## src/rtl/sram_sched_pkg.sv

```systemverilog
// sram_sched_pkg: shared FSM states, op encodings and buffer sizing for sram_sched.
package sram_sched_pkg;
    typedef enum logic [1:0] {IDLE, LOAD, STREAM, DONE} state_t;
    localparam logic OP_LOAD = 1'b0;
    localparam logic OP_STREAM = 1'b1;
    localparam int DEPTH = 32;
    localparam int OBUF_DEPTH = 3;
endpackage

```

## src/rtl/sram_sched_if.sv

```systemverilog
// sram_sched_if: command, load-data, stream-data and completion signals of sram_sched.
interface sram_sched_if #(parameter int DW = 8, AW = 5);
    logic cmd_valid, cmd_ready, cmd_op;
    logic [AW-1:0] cmd_base;
    logic [AW:0] cmd_len;
    logic wr_valid, wr_ready;
    logic [DW-1:0] wr_data;
    logic rd_valid, rd_ready;
    logic [DW-1:0] rd_data;
    logic done;
    modport master (
        output cmd_valid, cmd_op, cmd_base, cmd_len, wr_valid, wr_data, rd_ready,
        input cmd_ready, wr_ready, rd_valid, rd_data, done
    );
    modport slave (
        input cmd_valid, cmd_op, cmd_base, cmd_len, wr_valid, wr_data, rd_ready,
        output cmd_ready, wr_ready, rd_valid, rd_data, done
    );
endinterface

```

## src/rtl/sram_sched_obuf.sv

```systemverilog
// sram_sched_obuf: 3-entry synchronous FIFO between the SRAM read port and the stream output.
module sram_sched_obuf import sram_sched_pkg::*; #(parameter int DW = 8) (
    input  logic          clk,
    input  logic          rst,
    input  logic          push,
    input  logic          pop,
    input  logic [DW-1:0] din,
    output logic [DW-1:0] dout,
    output logic [1:0]    count
);
    logic [DW-1:0] mem [OBUF_DEPTH];
    logic [1:0] wp, rp;

    assign dout = mem[rp];

    // storage is cleared too so the head reads 0 after reset
    always_ff @(posedge clk) begin
        if (rst) begin
            wp <= '0;
            rp <= '0;
            count <= '0;
            for (int i = 0; i < OBUF_DEPTH; i++) mem[i] <= '0;
        end else begin
            if (push) begin
                mem[wp] <= din;
                wp <= wp == 2'(OBUF_DEPTH - 1) ? '0 : wp + 1'b1;
            end
            if (pop) rp <= rp == 2'(OBUF_DEPTH - 1) ? '0 : rp + 1'b1;
            count <= count + 2'(push) - 2'(pop);
        end
    end
endmodule

```

## src/rtl/sram_sched.sv

```systemverilog
// sram_sched: load/stream command sequencer for one sram_32x8b buffer.
// Optional SRAM_SCHED_PERF_EN adds perf_busy, a saturating count of SRAM access cycles.
module sram_sched #(parameter int DW = 8, AW = 5, DEPTH = sram_sched_pkg::DEPTH) (
    input  logic          clk,
    input  logic          rst,
    sram_sched_if.slave   bus,
    output logic          sram_csb,
    output logic          sram_wsb,
    output logic [AW-1:0] sram_waddr,
    output logic [AW-1:0] sram_raddr,
    output logic [DW-1:0] sram_wdata,
    input  logic [DW-1:0] sram_rdata
`ifdef SRAM_SCHED_PERF_EN
    ,
    output logic [15:0]   perf_busy
`endif
);
    import sram_sched_pkg::*;

    state_t state, state_n;
    logic [AW-1:0] ptr;
    logic [AW:0] rem, ileft, len_sat;
    logic [1:0] ocount;
    logic inflight, cmd_fire, wr_fire, rd_issue, pop, last;

    assign len_sat = bus.cmd_len > (AW+1)'(DEPTH) ? (AW+1)'(DEPTH) : bus.cmd_len;
    assign bus.cmd_ready = state == IDLE && !rst;
    assign bus.wr_ready = state == LOAD;
    assign bus.rd_valid = ocount != '0;
    assign bus.done = state == DONE;
    assign cmd_fire = bus.cmd_valid && bus.cmd_ready;
    assign wr_fire = bus.wr_valid && bus.wr_ready;
    assign pop = bus.rd_valid && bus.rd_ready;
    assign last = rem == (AW+1)'(1);
    // a read is only issued when its word is guaranteed a buffer slot
    assign rd_issue = state == STREAM && ileft != '0 && {1'b0, ocount} + {2'b0, inflight} < 3'd3;
    assign sram_csb = !(wr_fire || rd_issue);
    assign sram_wsb = !wr_fire;
    assign sram_waddr = ptr;
    assign sram_raddr = ptr;
    assign sram_wdata = bus.wr_data;

    always_ff @(posedge clk) begin
        if (rst) state <= IDLE;
        else state <= state_n;
    end

    always_comb begin
        state_n = state;
        case (state)
            IDLE: if (cmd_fire) state_n = len_sat == '0 ? DONE : bus.cmd_op == OP_LOAD ? LOAD : STREAM;
            LOAD: if (wr_fire && last) state_n = DONE;
            STREAM: if (pop && last) state_n = DONE;
            default: state_n = IDLE;
        endcase
    end

    // rem counts words still to write (LOAD) or to deliver (STREAM); ileft counts reads not yet issued
    always_ff @(posedge clk) begin
        if (rst) begin
            ptr <= '0;
            rem <= '0;
            ileft <= '0;
            inflight <= 1'b0;
        end else begin
            inflight <= rd_issue;
            if (cmd_fire) begin
                ptr <= bus.cmd_base;
                rem <= len_sat;
                ileft <= len_sat;
            end
            if (wr_fire || rd_issue) ptr <= ptr + 1'b1;
            if (wr_fire || pop) rem <= rem - 1'b1;
            if (rd_issue) ileft <= ileft - 1'b1;
        end
    end

    sram_sched_obuf #(.DW(DW)) obuf (
        .clk(clk),
        .rst(rst),
        .push(inflight),
        .pop(pop),
        .din(sram_rdata),
        .dout(bus.rd_data),
        .count(ocount)
    );

`ifdef SRAM_SCHED_PERF_EN
    always_ff @(posedge clk) begin
        if (rst) perf_busy <= '0;
        else if (!sram_csb && perf_busy != 16'hFFFF) perf_busy <= perf_busy + 1'b1;
    end
`endif
endmodule
```

## src/flat_wrapper.sv

```systemverilog
// flat-port wrapper written by rule: the top's interface ports become plain ports
module sram_sched_flat import sram_sched_pkg::*;
#(parameter int DW = 8, AW = 5, DEPTH = sram_sched_pkg::DEPTH)
  (clk, rst, sram_csb, sram_wsb, sram_waddr, sram_raddr, sram_wdata, sram_rdata, bus_cmd_valid, bus_cmd_op, bus_cmd_base, bus_cmd_len, bus_wr_valid, bus_wr_data, bus_rd_ready, bus_cmd_ready, bus_wr_ready, bus_rd_valid, bus_rd_data, bus_done);
  sram_sched_if #(.DW(DW), .AW(AW)) bus_i ();
  input  logic clk;
  input  logic rst;
  output logic sram_csb;
  output logic sram_wsb;
  output logic [AW-1:0] sram_waddr;
  output logic [AW-1:0] sram_raddr;
  output logic [DW-1:0] sram_wdata;
  input  logic [DW-1:0] sram_rdata;
  input wire logic [$bits(bus_i.cmd_valid)-1:0] bus_cmd_valid;
  input wire logic [$bits(bus_i.cmd_op)-1:0] bus_cmd_op;
  input wire logic [$bits(bus_i.cmd_base)-1:0] bus_cmd_base;
  input wire logic [$bits(bus_i.cmd_len)-1:0] bus_cmd_len;
  input wire logic [$bits(bus_i.wr_valid)-1:0] bus_wr_valid;
  input wire logic [$bits(bus_i.wr_data)-1:0] bus_wr_data;
  input wire logic [$bits(bus_i.rd_ready)-1:0] bus_rd_ready;
  output wire logic [$bits(bus_i.cmd_ready)-1:0] bus_cmd_ready;
  output wire logic [$bits(bus_i.wr_ready)-1:0] bus_wr_ready;
  output wire logic [$bits(bus_i.rd_valid)-1:0] bus_rd_valid;
  output wire logic [$bits(bus_i.rd_data)-1:0] bus_rd_data;
  output wire logic [$bits(bus_i.done)-1:0] bus_done;
  assign bus_i.cmd_valid = bus_cmd_valid;
  assign bus_i.cmd_op = bus_cmd_op;
  assign bus_i.cmd_base = bus_cmd_base;
  assign bus_i.cmd_len = bus_cmd_len;
  assign bus_i.wr_valid = bus_wr_valid;
  assign bus_i.wr_data = bus_wr_data;
  assign bus_i.rd_ready = bus_rd_ready;
  assign bus_cmd_ready = bus_i.cmd_ready;
  assign bus_wr_ready = bus_i.wr_ready;
  assign bus_rd_valid = bus_i.rd_valid;
  assign bus_rd_data = bus_i.rd_data;
  assign bus_done = bus_i.done;
  sram_sched #(.DW(DW), .AW(AW), .DEPTH(DEPTH)) u_core (.clk(clk), .rst(rst), .bus(bus_i), .sram_csb(sram_csb), .sram_wsb(sram_wsb), .sram_waddr(sram_waddr), .sram_raddr(sram_raddr), .sram_wdata(sram_wdata), .sram_rdata(sram_rdata));
endmodule
```

## config.mk

```make
export PLATFORM = sky130hd
export DESIGN_NAME = sram_sched_flat
export DESIGN_NICKNAME = d
export VERILOG_FILES = /design/src/rtl/sram_sched_pkg.sv /design/src/rtl/sram_sched_if.sv /design/src/rtl/sram_sched_obuf.sv /design/src/rtl/sram_sched.sv /design/src/flat_wrapper.sv
export SDC_FILE = /design/constraint.sdc
export NUM_CORES = 1
export LEC_CHECK = 0
export ABC_AREA = 1
export BUFFER_PORTS_ARGS = -buffer_cell sky130_fd_sc_hd__buf_2
export CAP_MARGIN = 20
export CORE_ASPECT_RATIO = 0.6
export CORE_MARGIN = 3
export CORE_UTILIZATION = 50
export DETAILED_ROUTE_END_ITERATION = 10
export GPL_ROUTABILITY_DRIVEN = 0
export MAX_ROUTING_LAYER = met4
export PLACE_DENSITY_LB_ADDON = 0.15
export SYNTH_ARGS = -nofsm -noshare
export SYNTH_HDL_FRONTEND = slang
export SYNTH_SLANG_ARGS = --single-unit
```

## constraint.sdc

```tcl
create_clock -name clk -period 5.71 [get_ports clk]
set_input_delay 1.142 -clock clk [delete_from_list [all_inputs] [get_ports clk]]
set_output_delay 1.142 -clock clk [all_outputs]
set_load 0.005 [all_outputs]
```

# Word level (Yosys, flattened, before mapping)
# Memory sizes are Yosys's and may differ from the RTL's. A register that Yosys moved wholly into a read port is not among the register bits.
# Cells that the tools add are included.
# totals
regBits	26
ramBits	24
input_bits	33
out_inout_bits	32
wordCells	74
memories	1
# classes
n_addsub	8
n_lt_le_gt_ge	2
n_eq_ne	9
mux	24
n_reduce_logical	22
# memory_table
name	depth	word_bits	rd	rd_clocked_by_memory_dff	write_ports	line	source
u_core.obuf.mem	3	8	1	1	3	sram_sched_obuf.sv:11	logic [DW-1:0] mem [OBUF_DEPTH];
# op_table
operator	count
2-to-1 mux 6 bit	4
2-to-1 mux 2 bit	10
subtractor 6 x 1 -> 6 bit (second input constant)	2
2-to-1 mux 5 bit	2
equality test 2 bit (second input constant)	4
logical AND 1 bit	8
2-to-1 mux 8 bit	1
nonzero test 2 bit	4
OR reduction 8 bit	1
equality test 6 x 1 -> 1 bit (second input constant)	1
greater-than comparator 6 bit (second input constant)	1
logical NOT 6 bit	1
2-to-1 mux 1 bit	6
one-hot mux 2 bit (3 select lines)	1
nonzero test 6 bit	1
adder 5 x 1 -> 5 bit (second input constant)	1
adder 2 x 1 -> 2 bit (second input constant)	2
inequality test 2 bit (second input constant)	2
adder 2 x 1 -> 3 bit	1
logical NOT 1 bit	3
less-than comparator 3 x 2 -> 1 bit (second input constant)	1
AND reduction 3 bit	1
adder 2 x 1 -> 2 bit	1
equality test 2 x 1 -> 1 bit (second input constant)	1
other kinds (4)	5

# Logic depth before layout (Yosys ltp)
# Gate-level depths: netlist of run 1.
# logic_depth
word_depth	6
mapped_depth	11
mapped_depth_nobuf	11

# By module
# A second synthesis of run 1 with hierarchy kept.
# hier_totals
hier_cells	395
hier_area_um2	3362.0
# by_module_without_submodules
module	instances	cells_each	area_per_inst_um2	seq_area_each_um2
sram_sched_obuf	1	170	1737.9	1121.1
sram_sched	1	225	1624.1	400.4

# Worst setup path after synthesis of run 1
# No wires, ideal clock.
# synth_path
path_kind	input -> register
from	input rst
to	memory u_core.obuf.mem[3][0], enable pin
setup_ps	395
arrival_time_ps	2227
required_ps	5315
setup_slack_ps	3089
path_stages	2
n_path_buf	1
path_cell_list	buf_2 > nor4_1
# synth_lines
element	line	source
start, declared	flat_wrapper.sv:7	input logic rst;
end, declared	sram_sched_obuf.sv:11	

==> metrics.yaml, run 1 <==
setup_path:
  crit_path_start_kind: "flip-flop"
  cp.required_ns: 4.57
  criticalPathCategory: "reg2out"
  slowest_delay_ns: 0.68
  cp_cell_sequence: "inv_1, o21ai_0, o22ai_1, buf_2"
  cp.arrival_ns: 1.95
  endpoint_kind: "primary output"
  slowest_stage: "dfxtp_1"
  path_max_fanout: 17
grt:
  grt_pass1_vias: 2349
  grt_usage_pct: 20.8
  antenna_found_initial: 0
  grt_max_degree: 21
  grt_remaining_overflow: 0
  grt_pass1_wl_mm: 11.2
timing:
  worstMarginPinSlew_ns: 0.562
  relSlewSlack_pct: 62.5
  max_freq_mhz: 323
  drv_slew: 0
  rsz0062_at_grt: "no"
  setup_tns_ns: 0
  period_minus_slack_ns: 3.09
  fin_crit_sh_pct: 54.2
  fin_ws_ns: 2.62
  finalHoldViolations: 0
  finalClockSkew_ns: 0.0104
  setup_violations: 0
route:
  drtIter0Drc: 199
  vias_per_cell: 5.12
  wl_per_cell_um: 13.6
  detail-route-antenna-nets: 0
  wirelength_mm: 6.76
  vias: 2551
  detail_route.drc_violations: 0
  drtPass1Iterations: 4
cells_and_area:
  diodes: 0
  multi_input_area_sq_um: 1310
  nets: 459
  ff_latch_area_sq_um: 1520
  fill_cells: 541
  drive_above_1_share_pct: 18.9
  syn_to_final_growth_pct: 13.1
  postLayoutCoreUtil_pct: 60.9
yosys:
  async_flop_share_pct: 0
  yosys.area.top_type: "edfxtp_1"
  synth_top_area_share_pct: 30.6
  yosysUniqueCellTypes: 36
  avgSynthCellArea_sq_um: 8.45
  synth_most_common_cell: "nor2_1"
  syn_inst: 372
  synth_edf_count: 32
  synth_commonest_cells: "nor2_1 (63), nand2_1 (57), inv_1 (45), edfxtp_1 (32), dfxtp_1 (28)"
  synth_flop_cell: "edfxtp_1"
  ys_top_cells_by_area: "edfxtp_1 (31%), dfxtp_1 (18%), nor2_1 (7.5%), nand2_1 (6.8%), inv_1 (5.4%)"
  syn_area_sq_um: 3140
  ys_seq_area_share_pct: 48.4
  ys_ff_latch: 60
  synthesis.nets: 418
  ys_warn_count: 0
placement:
  pre_cts_slack_ns: 2.84
  io_buffers: 48
  dp_hpwl_mm: 4.98
die:
  coreArea_sq_um: 5830
  die_height_um: 67.4
  ioPinCount: 65
  dieArea_sq_um: 7300
  rows: 21
  die_width_um: 108
  initial_core_util_pct: 53.9
power_and_ir_drop:
  leakage_uw: 0.00166
  vdd_drop_max_v: 0.000322
  total_power_uw: 1730
  powerDensity_nw_per_um2: 488
clock_tree:
  clockBufferDepth: 2
  cts_tree: "built"
  cts_root_buffer: "clkbuf_8"
  cts_resized: 0
  postCtsSetupBuffers: 0
  cts_buffers: 9
  holdBufCountCts: 0
  cts.clk_slew.worst_paths_ns: 0.07
  h-tree-depth: 3
  clock-sinks: 60
  clock_latency_ns: 0.35
min_path:
  hp-class: "reg2reg"
status:
  status: "completed"
run:
  cap_viol_max_count: 0
## cell type report
class | instances | area share, %
flip-flops and latches | 60 | 42.8
multi-input cells | 245 | 36.8
well taps | 80 | 2.82
inverters | 48 | 5.14
repair buffers | 49 | 6.97
clock inverters | 5 | 1.48
clock buffers | 11 | 3.98
## critical path, delay by kind of cell, from the launching register on
family / cells / cell delay [ns]
AOI/OAI and AO/OA: 2 / 0.40
DFF: 1 / 0.68
buffers and inverters: 2 / 0.52
## sequential cells by signal, indices dropped and copies added, names as in the netlist, named ones only
name	flops
u_core.obuf.wp	2
u_core.inflight	1
u_core.obuf.count	2
u_core.state	2
u_core.obuf.rp	2
u_core.rem	6
u_core.obuf.mem	32
u_core.ileft	6
u_core.sram_raddr	5
## cell families after synthesis
family,count (synthesis),synth area share (%)
simple gates,156,22.2
xor+xnor,8,2.23
buf+inv,67,9.95
fa+ha+maj,13,5.18
compound gates,68,12.1
flops,60,48.4
## report_power, final
group          switching (uW)  leakage (uW)  internal, uW
Sequential               84.8      0.000549           538
Combinational             444       0.00101           288
Clock                     168     0.0000991           211
## layout by cell type (no fill, tap or decap), drive strengths merged, types with 7 or more instances in the layout
cell type	netlist	layout
nor2	66	66
nand2	61	61
buf	16	49
inv	48	48
edfxtp	32	32
o21ai	31	31
dfxtp	28	28
nand3	19	19
a21oi	18	18
ha	13	13
clkbuf	3	11
o22ai	9	9
xor2	7	7
## per-layer routing
layer | vias to the layer above | routed length, um | share of wire [%] | GRT usage [%]
met3 | 12 | 603 | 8.9 | 6.30
met2 | 94 | 2670 | 40 | 27.6
met5 | - | 0 | 0 | -
li1 | 1304 | - | - | -
met1 | 1141 | 3380 | 50 | 30.0
met4 | 0 | 102 | 1.5 | 6.93
## worst paths after layout
check                           slack [ns]  cells after the start              end                  from
worst max-delay path                  2.62                      4   bus_rd_data[7]             flip-flop
worst min-delay path                  0.47                      2    u_core.rem[1]         u_core.rem[1]
worst max register to register        3.91                     11  u_core.ileft[2]  u_core.obuf.count[0]
worst min register to register        0.47                      2    u_core.rem[1]         u_core.rem[1]
## metrics by stage
step                      hold WS, ns  area (sq um)  std cells
after floorplan                 0.443          3140        372
after global placement          0.455          3360        482
after detailed placement        0.462          3360        482
after CTS                       0.474          3550        498
after global routing            0.503          3550        498
final                           0.472          3550        498
Note: power is estimated with default switching activity, not from simulation.
==> run 2: changes to the inputs <==
- clock period: 5.71 -> 3 ns (I/O delays scaled with it)
==> run 2 against run 1 <==
Die area unchanged. First-iteration DRC count increased by 11%. Routed wire length increased by 1.4%. Register-to-register slack got worse by 2.7 ns. Sequential power increased by 88%. Design area about the same. Via count increased by 1.0%. Critical endpoint is now sram_csb.
==> metrics.yaml, run 2 (synthesis gave the netlist of run 1 again) <==
status:
  status: "completed"
cells_and_area:
  fill_cells: 522
  largest_reg_flops: 32
  diodes: 0
  postLayoutCoreUtil_pct: 60.9
  syn_to_final_growth_pct: 13.0
  most-common-layout-cells: "nor2_1 (63), nand2_1 (57), buf_2 (48)"
  drive_above_1_share_pct: 18.9
  ff_latch_area_sq_um: 1520
  reg.largest.list: "u_core.obuf.mem (32), u_core.ileft (6), u_core.rem (6)"
  multi_input_area_sq_um: 1310
  nets: 460
  top_register: "u_core.obuf.mem"
  final_common_cell: "nor2_1"
  stdcell_area_sq_um: 3550
power_and_ir_drop:
  clockPowerShare_pct: 21.0
  leakage_uw: 0.00165
  swShare_pct: 40.1
  seqPwrFrac_pct: 35.8
  p_comb_share_pct: 43.2
  vdd_drop_max_v: 0.000504
  p_sw_uw: 1310
  powerDensity_nw_per_um2: 920
  p_int_uw: 1960
setup_path:
  cp.buffers_inverters: 2
  slowest_stage: "dfxtp_1"
  criticalPathCategory: "reg2out"
  path_max_fanout: 12
  cp.depth: 8
  cp.arrival_ns: 1.93
  endpoint_kind: "primary output"
  crit_top_cell: "ha_1"
  cp.required_ns: 2.40
  rr_worst_depth: 11
  critical_path.top_delay_family: "simple AND/OR/NAND/NOR gates"
  slowest_delay_ns: 0.34
  cp_cell_sequence: "ha_1, ha_1, nand2_1, nor3b_2, nand2_2, nand2_4, inv_2, buf_2"
  crit_path_start_kind: "flip-flop"
grt:
  grt_remaining_overflow: 0
  grt_usage_pct: 21.1
  grt_pass1_vias: 2367
  antenna_found_initial: 0
  grt_pass1_wl_mm: 11.3
  grt_max_degree: 21
clock_tree:
  h-tree-depth: 3
  clock_latency_ns: 0.33
  clockBufferDepth: 2
  cts_resized: 0
  clock-sinks: 60
  postCtsSetupBuffers: 0
  cts_buffers: 9
  cts.clk_slew.worst_paths_ns: 0.07
  cts_root_buffer: "clkbuf_8"
  holdBufCountCts: 0
  cts_tree: "built"
route:
  detail-route-antenna-nets: 0
  vias_per_cell: 5.16
  vias: 2577
  detail_route.drc_violations: 0
  wirelength_mm: 6.85
  wl_per_cell_um: 13.7
  drtPass1Iterations: 5
  drtIter0Drc: 220
timing:
  relSlewSlack_pct: 67.7
  period_minus_slack_ns: 2.53
  rsz0062_at_grt: "no"
  finalClockSkew_ns: 0.00749
  setup_tns_ns: 0
  max_freq_mhz: 396
  setup_violations: 0
  drv_slew: 0
  fin_crit_sh_pct: 84.2
  holdWs_ns: 0.461
  finalHoldViolations: 0
  worstMarginPinSlew_ns: 0.484
die:
  ioPinCount: 65
  die_width_um: 108
  coreArea_sq_um: 5830
  die_height_um: 67.4
  dieArea_sq_um: 7300
  initial_core_util_pct: 53.9
  rows: 21
min_path:
  hold_depth: 1
  hp-class: "in2reg"
run:
  cap_viol_max_count: 0
placement:
  dpl_cell_area_sq_um: 3370
  dp_hpwl_mm: 5.20
  io_buffers: 48
==> run 2: cell count changes in the layout (fill, tap and decap cells not counted) <==
cell,change
clkbuf_8,-1
buf_4,+1
clkbuf_1,+1
==> run 2: path summary, 6_finish.rpt <==
kind / start / to / slack (ns)
max: u_core.obuf.count[0] / sram_csb / 0.47
min: sram_rdata[7] / u_core.obuf.mem[3][7] / 0.46
max reg2reg: u_core.obuf.count[0] / u_core.ileft[2] / 1.17
min reg2reg: u_core.rem[1] / u_core.rem[1] / 0.48
==> run 2: final cells by class <==
class                   count  area share, %
multi-input cells         245           36.8
well taps                  80           2.82
inverters                  48           5.14
flip-flops and latches     60           42.8
repair buffers             50           7.19
clock buffers              11           3.70
clock inverters             5           1.48
==> run 2: stage by stage <==
stage	total power (uW)	std cells	setup WS [ns]
after global placement	2570	483	0.865
after CTS	3290	499	0.444
after global routing	3580	499	0.327
final	3270	499	0.473
after floorplan	2220	372	0.921
after detailed placement	2590	483	0.810
==> run 2: routing by layer <==
| metal | global-route usage, % | wire length (um) | vias to the layer above |
|---|---|---|---|
| li1 | - | - | 1305 |
| met1 | 30.4 | 3530 | 1171 |
| met2 | 27.1 | 2630 | 99 |
| met3 | 6.97 | 689 | 2 |
| met4 | 7.56 | 4 | 0 |
| met5 | - | 0 | - |
==> run 2: power groups by stage <==
stage / Clock (uW) / Combinational [uW] / Sequential (uW)
after global routing: 741 / 1640 / 1200
after detailed placement: 0 / 1410 / 1190
after floorplan: 0 / 1070 / 1150
after CTS: 706 / 1410 / 1170
after global placement: 0 / 1390 / 1180
final: 686 / 1410 / 1170
